--- src/rtl/pwm_multi.sv ---
// N-channel PWM sharing one period counter, with double-buffered ARR/CCR.
// Optional burst mode is compiled in with PWM_BURST_EN.
module pwm_multi #(
   parameter int W      = 32,
   parameter int N      = 4,
   parameter int CENTER = 0
) (
   input  logic           clk,
   input  logic           rst,
   input  logic           cnt_en,
   input  logic           load,
   input  logic [W-1:0]   arr_in,
   input  logic [N*W-1:0] ccr_in,
   output logic [N-1:0]   o_pwm,
   output logic           period_tick,
   output logic [W-1:0]   cnt_val
`ifdef PWM_BURST_EN
   ,
   input  logic [15:0]    burst_len,
   output logic           burst_done
`endif
);

   logic [W-1:0]   cnt;
   logic [W-1:0]   cnt_nxt;
   logic           dir_up;
   logic           dir_nxt;
   logic [W-1:0]   shadow_arr;
   logic [W-1:0]   act_arr;
   logic [N*W-1:0] shadow_ccr;
   logic [N*W-1:0] act_ccr;
   logic [W-1:0]   next_arr;
   logic [N*W-1:0] next_ccr;
   logic [N-1:0]   pwm_nxt;
   logic           run;
   logic           upd;
   logic           burst_end;

   // A load coinciding with an update event goes straight to the active set.
   assign next_arr = load ? arr_in : shadow_arr;
   assign next_ccr = load ? ccr_in : shadow_ccr;

   assign upd = run && (cnt == '0) && ((CENTER == 0) || !dir_up);

`ifdef PWM_BURST_EN
   logic        en_d;
   logic        rise;
   logic [15:0] burst_cnt;
   logic [15:0] burst_lim;
   logic [15:0] cnt_eff;
   logic [15:0] lim_eff;

   // On the enable rising edge the burst state is being re-armed this cycle,
   // so use the fresh values rather than the stale registers.
   assign rise      = cnt_en && !en_d;
   assign run       = cnt_en && !(burst_done && !rise);
   assign cnt_eff   = rise ? 16'd0 : burst_cnt;
   assign lim_eff   = rise ? burst_len : burst_lim;
   assign burst_end = upd && (lim_eff != 16'd0) && ((cnt_eff + 16'd1) == lim_eff);

   always_ff @(posedge clk or posedge rst) begin
      if (rst) begin
         en_d       <= 1'b0;
         burst_cnt  <= '0;
         burst_lim  <= '0;
         burst_done <= 1'b0;
      end else begin
         en_d <= cnt_en;
         if (rise) begin
            burst_lim  <= burst_len;
            burst_cnt  <= '0;
            burst_done <= 1'b0;
         end
         if (upd)
            burst_cnt <= cnt_eff + 16'd1;
         if (burst_end)
            burst_done <= 1'b1;
      end
   end
`else
   assign run       = cnt_en;
   assign burst_end = 1'b0;
`endif

   always_comb begin
      cnt_nxt = cnt;
      dir_nxt = dir_up;
      if (!cnt_en) begin
         cnt_nxt = act_arr;
         dir_nxt = 1'b0;
      end else if (!run || burst_end) begin
         cnt_nxt = '0;
         dir_nxt = 1'b0;
      end else if (CENTER == 0) begin
         cnt_nxt = upd ? next_arr : cnt - 1'b1;
      end else if (upd) begin
         // ARR=0 in centre mode never turns around: the counter sits at the valley.
         if (next_arr == '0) begin
            cnt_nxt = '0;
            dir_nxt = 1'b0;
         end else begin
            cnt_nxt = W'(1);
            dir_nxt = 1'b1;
         end
      end else if (dir_up) begin
         if (cnt >= act_arr) begin
            cnt_nxt = cnt - 1'b1;
            dir_nxt = 1'b0;
         end else begin
            cnt_nxt = cnt + 1'b1;
         end
      end else begin
         cnt_nxt = cnt - 1'b1;
      end
   end

   always_comb begin
      pwm_nxt = '0;
      if (run && !burst_end) begin
         for (int i = 0; i < N; i++)
            pwm_nxt[i] = (cnt < act_ccr[i*W +: W]);
      end
   end

   always_ff @(posedge clk or posedge rst) begin
      if (rst) begin
         cnt         <= '0;
         dir_up      <= 1'b0;
         shadow_arr  <= '0;
         shadow_ccr  <= '0;
         act_arr     <= '0;
         act_ccr     <= '0;
         o_pwm       <= '0;
         period_tick <= 1'b0;
      end else begin
         if (load) begin
            shadow_arr <= arr_in;
            shadow_ccr <= ccr_in;
         end
         if (!cnt_en) begin
            act_arr <= shadow_arr;
            act_ccr <= shadow_ccr;
         end else if (upd) begin
            act_arr <= next_arr;
            act_ccr <= next_ccr;
         end
         cnt         <= cnt_nxt;
         dir_up      <= dir_nxt;
         o_pwm       <= pwm_nxt;
         period_tick <= upd;
      end
   end

   assign cnt_val = cnt;

endmodule

--- config.mk ---
export PLATFORM = sky130hd
export DESIGN_NAME = pwm_multi
export DESIGN_NICKNAME = d
export VERILOG_FILES = /design/src/rtl/pwm_multi.sv
export SDC_FILE = /design/constraint.sdc
export NUM_CORES = 1
export LEC_CHECK = 0
export ABC_AREA = 1
export CORE_ASPECT_RATIO = 0.75
export CORE_MARGIN = 4
export CORE_UTILIZATION = 37
export CTS_CLUSTER_SIZE = 24
export DETAILED_ROUTE_END_ITERATION = 12
export SYNTH_ARGS = -nofsm -noshare
export SYNTH_HDL_FRONTEND = slang
export SYNTH_SLANG_ARGS = --single-unit
--- constraint.sdc ---
create_clock -name clk -period 18.65 [get_ports clk]
set_clock_uncertainty 0.05 [all_clocks]
set_input_delay 3.73 -clock clk [delete_from_list [all_inputs] [get_ports clk]]
set_output_delay 3.73 -clock clk [all_outputs]
set_load 0.05 [all_outputs]
# [Yosys cells after proc, flatten, opt, wreduce, memory -nomap -nowiden]
# Cells that the tools add are included.
# Widths: inputs -> output; s select.
[totals] reg_bits=357 inputBits=164 elab_cells=24
[classes] n_addsub=1 magnitude_cmp=4 n_eq_ne=1 n_mux=9 n_reduce_logical=2
[op_table] cell="$mux 128" count=3
[op_table] cell="$mux 32" count=5
[op_table] cell="$lt 32x32->1" count=4
[op_table] cell="$logic_not 32->1" count=1
[op_table] cell="$sub 32x1->32 const B" count=1
[op_table] cell="$mux 4" count=1
[op_table] cell="$ne 2x1->1 const B" count=1
[op_table] cell="$logic_and 1x1->1" count=1

# [Depth between registers and ports, before layout]
# Gate-level depths: netlist (run 1).
[depth] depth_word=4 ltp_mapped=12 mapped_depth_nobuf=11

# [Worst setup path before layout (run 1)]
# OpenSTA, ideal clock, no wires.
[synth_timing] kind="input to register" start="input load" end="register act_ccr[100]" arrival_ps=4874 required_ps=18476 slack_ps=13603 cell_stages=6 path_buffers=3 path_cell_list="clkbuf_1 clkbuf_1 buf_2 mux2_2 nand2_2 nand3_1"
[synth_via] elab_chain_cells=3
[synth_lines] element="start: declaration" line_no="11" text="input logic load,"
[synth_lines] element="$mux 128"
[synth_lines] element="net next_ccr[100]" line_no="33" text="logic [N*W-1:0] next_ccr;"
[synth_lines] element="$mux 128" line_no="143" text="end else if (upd) begin"
[synth_lines] element="$mux 128" line_no="140" text="if (!cnt_en) begin"
[synth_lines] element="end signal: assignment" line_no="142" text="act_ccr <= shadow_ccr;"
[synth_lines] element="end signal: assignment" line_no="145" text="act_ccr <= next_ccr;"
[synth_lines] element="end: declaration" line_no="31" text="logic [N*W-1:0] act_ccr;"
# The timed path passes the listed nets, and every way through them passes these cells. The select of a mux whose other input is x is not followed.
# A chain may end at the register's enable or synchronous reset.

# [Final worst setup path (run 1)]
[layout_timing] start="input cnt_en" end="register cnt[23] (netlist: cnt_val[23])"
[layout_via] elab_chain_cells=3
[layout_lines] element="start: declaration" line_no="10" text="input logic cnt_en,"
[layout_lines] element="$logic_and 1x1->1" line_no="43" text="assign upd = run && (cnt == '0) && ((CENTER == 0) || !dir_up);"
[layout_lines] element="$mux 32" line_no="95" text="cnt_nxt = upd ? next_arr : cnt - 1'b1;"
[layout_lines] element="$mux 32 *" line_no="88" text="if (!cnt_en) begin"
[layout_lines] element="net cnt_nxt[23]" line_no="25" text="logic [W-1:0] cnt_nxt;"
[layout_lines] element="end signal: assignment" line_no="147" text="cnt <= cnt_nxt;"
[layout_lines] element="end: declaration" line_no="24" text="logic [W-1:0] cnt;"
# The timed path passes the listed nets; every way through them passes the cells marked *.

==> results of run 1 <==
layout make-up:
| type | count | area [µm²] | area share (%) |
|---|---|---|---|
| Clock buffer | 50 | 1110 | 4.95 |
| Clock inverter | 14 | 205 | 0.916 |
| Inverter | 173 | 662 | 2.96 |
| Multi-Input combinational cell | 1422 | 8500 | 38.0 |
| Sequential cell | 357 | 8930 | 39.9 |
| Tap cell | 648 | 811 | 3.62 |
| Timing Repair Buffer | 221 | 2170 | 9.71 |
logic make-up (layout without fill, tap and decap cells):
logic type | count (synthesis) | count (layout) | synth area share, %
compound gates | 95 | 95 | 2.76
xor+xnor | 18 | 18 | 0.848
fa+ha+maj | 125 | 125 | 8.42
buf+inv | 250 | 458 | 6.23
flops | 357 | 357 | 48.1
mux | 159 | 159 | 9.64
simple gates | 1025 | 1025 | 24.0
stage by stage:
stage | utilization [%] | power [mW] | hold slack, ps
finish | 45.5 | 2.26 | 426
detailed placement | 42.8 | 1.47 | 423
global placement | 42.8 | 1.45 | 417
floorplan | - | 1.27 | 411
CTS | 45.5 | 2.28 | 431
global route | 45.5 | 2.39 | 453
placed cells by master, fill, tap and decap left out, types with 23 or more instances in the layout:
cell type,count
nand3_1,228
nor2_1,73
a21oi_1,56
nand2_2,103
ha_1,125
o21ai_0,23
nand2_1,592
mux2_2,159
dfrtp_1,357
clkdlybuf4s50_1,199
inv_1,170
clkbuf_16,39
worst register-to-register path: cells and delay by family (launching register included):
| kind | cells | cell delay [ps] |
|---|---|---|
| adder cells (fa/ha/maj) | 1 | 370 |
| buffers and inverters | 2 | 1240 |
| flip-flops | 1 | 380 |
| AND/OR/NAND/NOR | 8 | 1900 |
state kept, by name, summed over array words and instances, names as in the netlist:
signal,cells
shadow_arr,32
shadow_ccr,128
act_ccr,128
period_tick,1
cnt_val,32
o_pwm,4
act_arr,32
power breakdown:
part	leakage (nW)	internal (mW)	switching [mW]
Combinational	5.69	0.207	0.303
Sequential	4.29	0.863	0.0788
Clock	0.651	0.485	0.318
metal layers:
layer  vias up  global-route usage, %  wire, µm  part of all wire [%]
li1       6948                      -         -                     -
met1      6920                   28.2     25000                    48
met2       383                   29.5     22700                    43
met3        87                   4.13      3350                   6.4
met4        12                   4.73      1220                   2.3
met5         -                      0        73                  0.14
final timing paths:
check	from	to	slack [ps]
min in group asynchronous	rst	shadow_ccr[125]$_DFF_PP0_	3700
max in group asynchronous	rst	act_arr[15]$_DFFE_PP0P_	12400
hold / removal	shadow_ccr[88]$_DFF_PP0_	act_ccr[88]$_DFFE_PP0P_	430
setup / recovery	cnt_en	cnt_val[23]$_DFF_PP0_	11950
hold reg to reg	shadow_ccr[88]$_DFF_PP0_	act_ccr[88]$_DFFE_PP0P_	430
setup reg to reg	cnt_val[0]$_DFF_PP0_	cnt_val[23]$_DFF_PP0_	14630
==> flow_summary_export.csv, run 1 <==
group,metric,value,unit
logic_synthesis,avgSynthCellArea,9.16,µm²
critical_path,rr_worst_depth,11,
critical_path,critPathBufInv,3,
die,rows,70,
route,drt-total-wl,52.4,mm
grt,grt_use_total,19.4,%
cells_and_area,area_delta_synth_final,20.5,%
cts,path_clk_slew,60,ps
cts,htreeDepth,2,
grt,grt_max_degree,166,
cells_and_area,final_cells,2885,
route,routedWlPerCell,18.2,µm
placement,gp_congestion,0.845,
logic_synthesis,synthTopCellsByArea,"dfrtp_1 (48%), nand2_1 (12%), mux2_2 (9.6%)",
die,core-area,49200,µm²
worst_hold_path,hold_depth,2,
placement,portBuffers,200,
cts,clockBufferDepth,3,
die,die_y,202,µm
cells_and_area,design_area,22400,µm²
critical_path,critPathLaunchType,"input port",
grt,overflow,0,
placement,dpl_cell_area,21100,µm²
cells_and_area,layout-drive-gt1-share,16.0,%
route,vias_per_cell,4.97,
cells_and_area,fin_nets,2501,
route,vias,14400,
timing,setup_violations,0,
logic_synthesis,synth_cell_types,31,
critical_path,crit_path_max_fanout,121,
critical_path,slowest_delay,990,ps
logic_synthesis,syn_area,18600,µm²
logic_synthesis,netlist.area_leader.share,48.1,%
logic_synthesis,synthFlopType,"dfrtp_1",
critical_path,crit_chain,"clkdlybuf4s50_1 -> inv_6 -> nor2_4 -> buf_4 -> nand2_1 -> nand3_1",
logic_synthesis,synth_fp_nets,2318,
worst_hold_path,hold_class,"reg2reg",
grt,grt_pass1_vias,14600,
timing,hold_viol_final,0,
critical_path,critical_path_class,"in2reg",
timing,finalCritPeriodShare,35.9,%
route,first_pass_iters,5,
timing,finalWorstSetupSlack,11950,ps
cts,cts.repair.resized,0,
cts,holdBufCountCts,0,
logic_synthesis,yosysSeqAreaShare,48.1,%
flow_run,drv.max_cap_violation_count,0,
critical_path,cp-end-kind,"flop",
placement,dpl_worst_slack,11500,ps
logic_synthesis,ys_warn_count,0,
power,leakage,10.6,nW
cells_and_area,antenna_cells,0,
timing,rsz0062_at_grt,"no",
route,postRouteAntennaNets,0,
cts,cts_num_sinks,357,
cells_and_area,fill_cells,4714,
logic_synthesis,async_flop_share,100,%
logic_synthesis,synth_seq_cells,357,
logic_synthesis,syn_inst,2029,
logic_synthesis,synth_common_cells,"nand2_1 (592), dfrtp_1 (357), nand3_1 (228)",
grt,grt_first_pass_wirelength,82.1,mm
cts,cts_tree,"done",
cts,cts_buffers,37,
cts,clock_latency,540,ps
die,die_w,267,µm
critical_path,critical_path_depth,6,
timing,fmax,149,MHz
critical_path,critPathRequiredTime,19050,ps
timing,slew-limit-headroom,25.8,%
critical_path,crit_slowest_cell,"nor2_4",
logic_synthesis,synth_top_cell_by_area,"dfrtp_1",
placement,dp_hpwl,35.0,mm
cts,ctsRootBufferMaster,"clkbuf_16",
die,start_util,37.8,%
timing,timing.final.crit_period,6700,ps
critical_path,critPathTopFamily,"buffers and inverters",
die,pin_count,201,
route,drc,0,
timing,tightestPinTransition,1110,ps
grt,antenna_found_initial,6,
power,peakVddDrop,0.0548,mV
timing,fin_setup_tns,0,ps
timing,drv_slew,0,
route,drtIter0Drc,1038,
critical_path,crit_arrival,7100,ps
logic_synthesis,synth.most_common_cell,"nand2_1",
placement,dp_cells,2821,
power,power.density,101,nW/µm²
outcome,status,"finished clean",
cts,postCtsSetupBuffers,0,
die,dieArea,53900,µm²
logic_synthesis,synth_edf_count,0,
No activity file was read; power rests on OpenSTA's default activity.
==> run 2, diff against run 1 <==
Clock period 18.65 ns to 6.6 ns, I/O delays scaled along.
==> run 2 against run 1 <==
Against the previous run:
- critical path depth shrank 5
- non-clock buffer count is 8 lower
- first-iteration DRC count shrank 20%
- utilization shrank 0.19 points
- sequential power grew to 2.9 times the previous value
- clock power grew to 2.7 times the previous value
- routed wire length fell by 2.1%
- final cell count is 0.14% lower
- sequential share of layout area increased by 0.17 points
- worst hold slack lost 4.9 ps
- clock-buffer cell count increased by 8
- largest cell class unchanged
==> flow_summary_export.csv, run 2 (synthesis gave the netlist of run 1 again) <==
group,metric,value,unit
placement,dp_hpwl,34.4,mm
die,dieArea,53900,µm²
critical_path,crit_slowest_cell,"clkdlybuf4s50_1",
timing,finalWorstSetupSlack,2970,ps
cells_and_area,layout_common_cells,"nand2_1 (592), dfrtp_1 (357), nand3_1 (228)",
route,vias_per_cell,4.94,
cells_and_area,final_common_cell,"nand2_1",
timing,rsz0062_at_grt,"no",
route,vias,14200,
grt,grt_use_total,19.1,%
die,start_util,37.8,%
die,pin_count,201,
timing,setup_violations,0,
critical_path,critPathLaunchType,"flop",
timing,fmax,276,MHz
power,leakage,10.6,nW
route,drc,0,
cts,postCtsSetupBuffers,0,
worst_hold_path,hold_class,"reg2reg",
power,p_int,4.28,mW
cts,path_clk_slew,60,ps
cells_and_area,final_cells,2881,
placement,gp_congestion,0.832,
cts,cts_buffers,39,
placement,dp_cells,2813,
die,core-area,49200,µm²
cts,holdBufCountCts,0,
power,p_seq_share,43.5,%
cts,cts.repair.resized,0,
critical_path,critical_path_depth,1,
critical_path,crit_chain,"clkdlybuf4s50_1",
critical_path,rr_worst_depth,10,
timing,hold_viol_final,0,
die,die_w,267,µm
cells_and_area,layout-drive-gt1-share,15.6,%
critical_path,r2r_setup_slack,3420,ps
timing,fin_setup_tns,0,ps
cts,cts_tree,"done",
critical_path,critPathRequiredTime,5230,ps
power,clkPwrFrac,34.7,%
grt,grt_util_met2,30.8,%
critical_path,slowest_delay,950,ps
critical_path,cp-end-kind,"output pin",
worst_hold_path,hold_depth,2,
power,power.switching,1.95,mW
cells_and_area,reg_top3,"act_ccr (128), shadow_ccr (128)",
cts,clock_latency,530,ps
critical_path,rr_endpoint,"act_ccr[67]$_DFFE_PP0P_",
grt,grt_first_pass_wirelength,81.3,mm
critical_path,r2r_start,"cnt_val[1]$_DFF_PP0_",
cts,cts_num_sinks,357,
worst_hold_path,holdPathEnd,"act_ccr[92]$_DFFE_PP0P_",
power,peakVddDrop,0.141,mV
cells_and_area,antenna_cells,0,
grt,met1_usage,27.0,%
grt,antenna_found_initial,3,
timing,drv_slew,0,
route,routedWlPerCell,17.8,µm
cts,ctsRootBufferMaster,"clkbuf_16",
critical_path,crit_path_max_fanout,9,
placement,dpl_worst_slack,2600,ps
route,drtIter0Drc,826,
critical_path,critical_path_class,"reg2out",
power,power.density,280,nW/µm²
route,postRouteAntennaNets,0,
cells_and_area,fin_nets,2495,
timing,finalCritPeriodShare,55.0,%
critical_path,critPathTopFamily,"buffers and inverters",
flow_run,drv.max_cap_violation_count,0,
route,first_pass_iters,5,
power,switching_share,31.3,%
critical_path,crit_arrival,2260,ps
grt,grt_max_degree,164,
power,power_frac_comb,21.8,%
timing,tightestPinTransition,976,ps
timing,timing.final.crit_period,3630,ps
worst_hold_path,hold_start,"shadow_ccr[92]$_DFF_PP0_",
outcome,status,"finished clean",
grt,busiest_layer,"met2",
placement,portBuffers,200,
grt,grt_pass1_vias,14600,
die,die_y,202,µm
die,rows,70,
cts,clockBufferDepth,3,
critical_path,critPathBufInv,1,
route,drt-total-wl,51.3,mm
cts,htreeDepth,2,
cells_and_area,area_delta_synth_final,20.0,%
grt,overflow,0,
grt,grt_use_met3,3.44,%
timing,slew-limit-headroom,34.8,%
## run 2: cell count changes in the layout (fill, tap and decap cells not counted)
| cell | previous run | this run |
|---|---|---|
| buf_12 | 1 | 3 |
| clkinv_4 | 1 | 0 |
| clkbuf_16 | 39 | 41 |
| inv_8 | 1 | 0 |
| clkinvlp_4 | 1 | 2 |
| buf_4 | 20 | 10 |
| clkinv_2 | 6 | 8 |
| bufinv_16 | 5 | 1 |
| inv_6 | 2 | 1 |
| clkbuf_1 | 2 | 8 |
## run 2: routing by layer
| layer | share of wire [%] | vias up | wire, µm |
|---|---|---|---|
| met2 | 45 | 316 | 23200 |
| met4 | 2.1 | 4 | 1090 |
| met1 | 47 | 6923 | 24200 |
| met5 | 0.058 | - | 30 |
| met3 | 5.3 | 69 | 2740 |
| li1 | - | 6933 | - |
## run 2: worst max-delay path by stage
| stage | to | start |
|---|---|---|
| after global routing | cnt_val[24] | cnt_val[24]$_DFF_PP0_ |
| after global placement | act_ccr[15]$_DFFE_PP0P_ | cnt_en |
| after detailed placement | act_ccr[7]$_DFFE_PP0P_ | cnt_en |
| after floorplan | act_arr[0]$_DFFE_PP0P_ | rst |
| final | cnt_val[24] | cnt_val[24]$_DFF_PP0_ |
| after CTS | cnt_val[24] | cnt_val[24]$_DFF_PP0_ |
## run 2: final cells by class
| class | instances | area [µm²] |
|---|---|---|
| fill | 4698 | 26900 |
| timing repair buffer | 213 | 2140 |
| clock buffer | 58 | 1180 |
| clock inverter | 10 | 77.6 |
| tap | 648 | 811 |
| sequential | 357 | 8930 |
| multi-input combinational | 1422 | 8500 |
| inverter | 173 | 658 |
## run 2: power groups by stage
stage	clock, mW	sequential, mW	combinational [mW]
3_3_place_gp	0	2.75	1.32
6_report	2.16	2.71	1.36
4_1_cts	2.22	2.72	1.38
3_5_place_dp	0	2.76	1.37
5_1_grt	2.32	2.75	1.55
2_1_floorplan	0	2.76	0.826
## run 2: through the flow
| stage | total power [mW] | instance area [µm²] | hold WS [ps] | util, % |
|---|---|---|---|---|
| after floorplan | 3.58 | 18600 | 411 | - |
| after global placement | 4.08 | 21000 | 417 | 42.7 |
| after detailed placement | 4.13 | 21000 | 427 | 42.7 |
| after CTS | 6.32 | 22300 | 426 | 45.3 |
| after global routing | 6.62 | 22300 | 457 | 45.3 |
| final | 6.24 | 22300 | 421 | 45.3 |
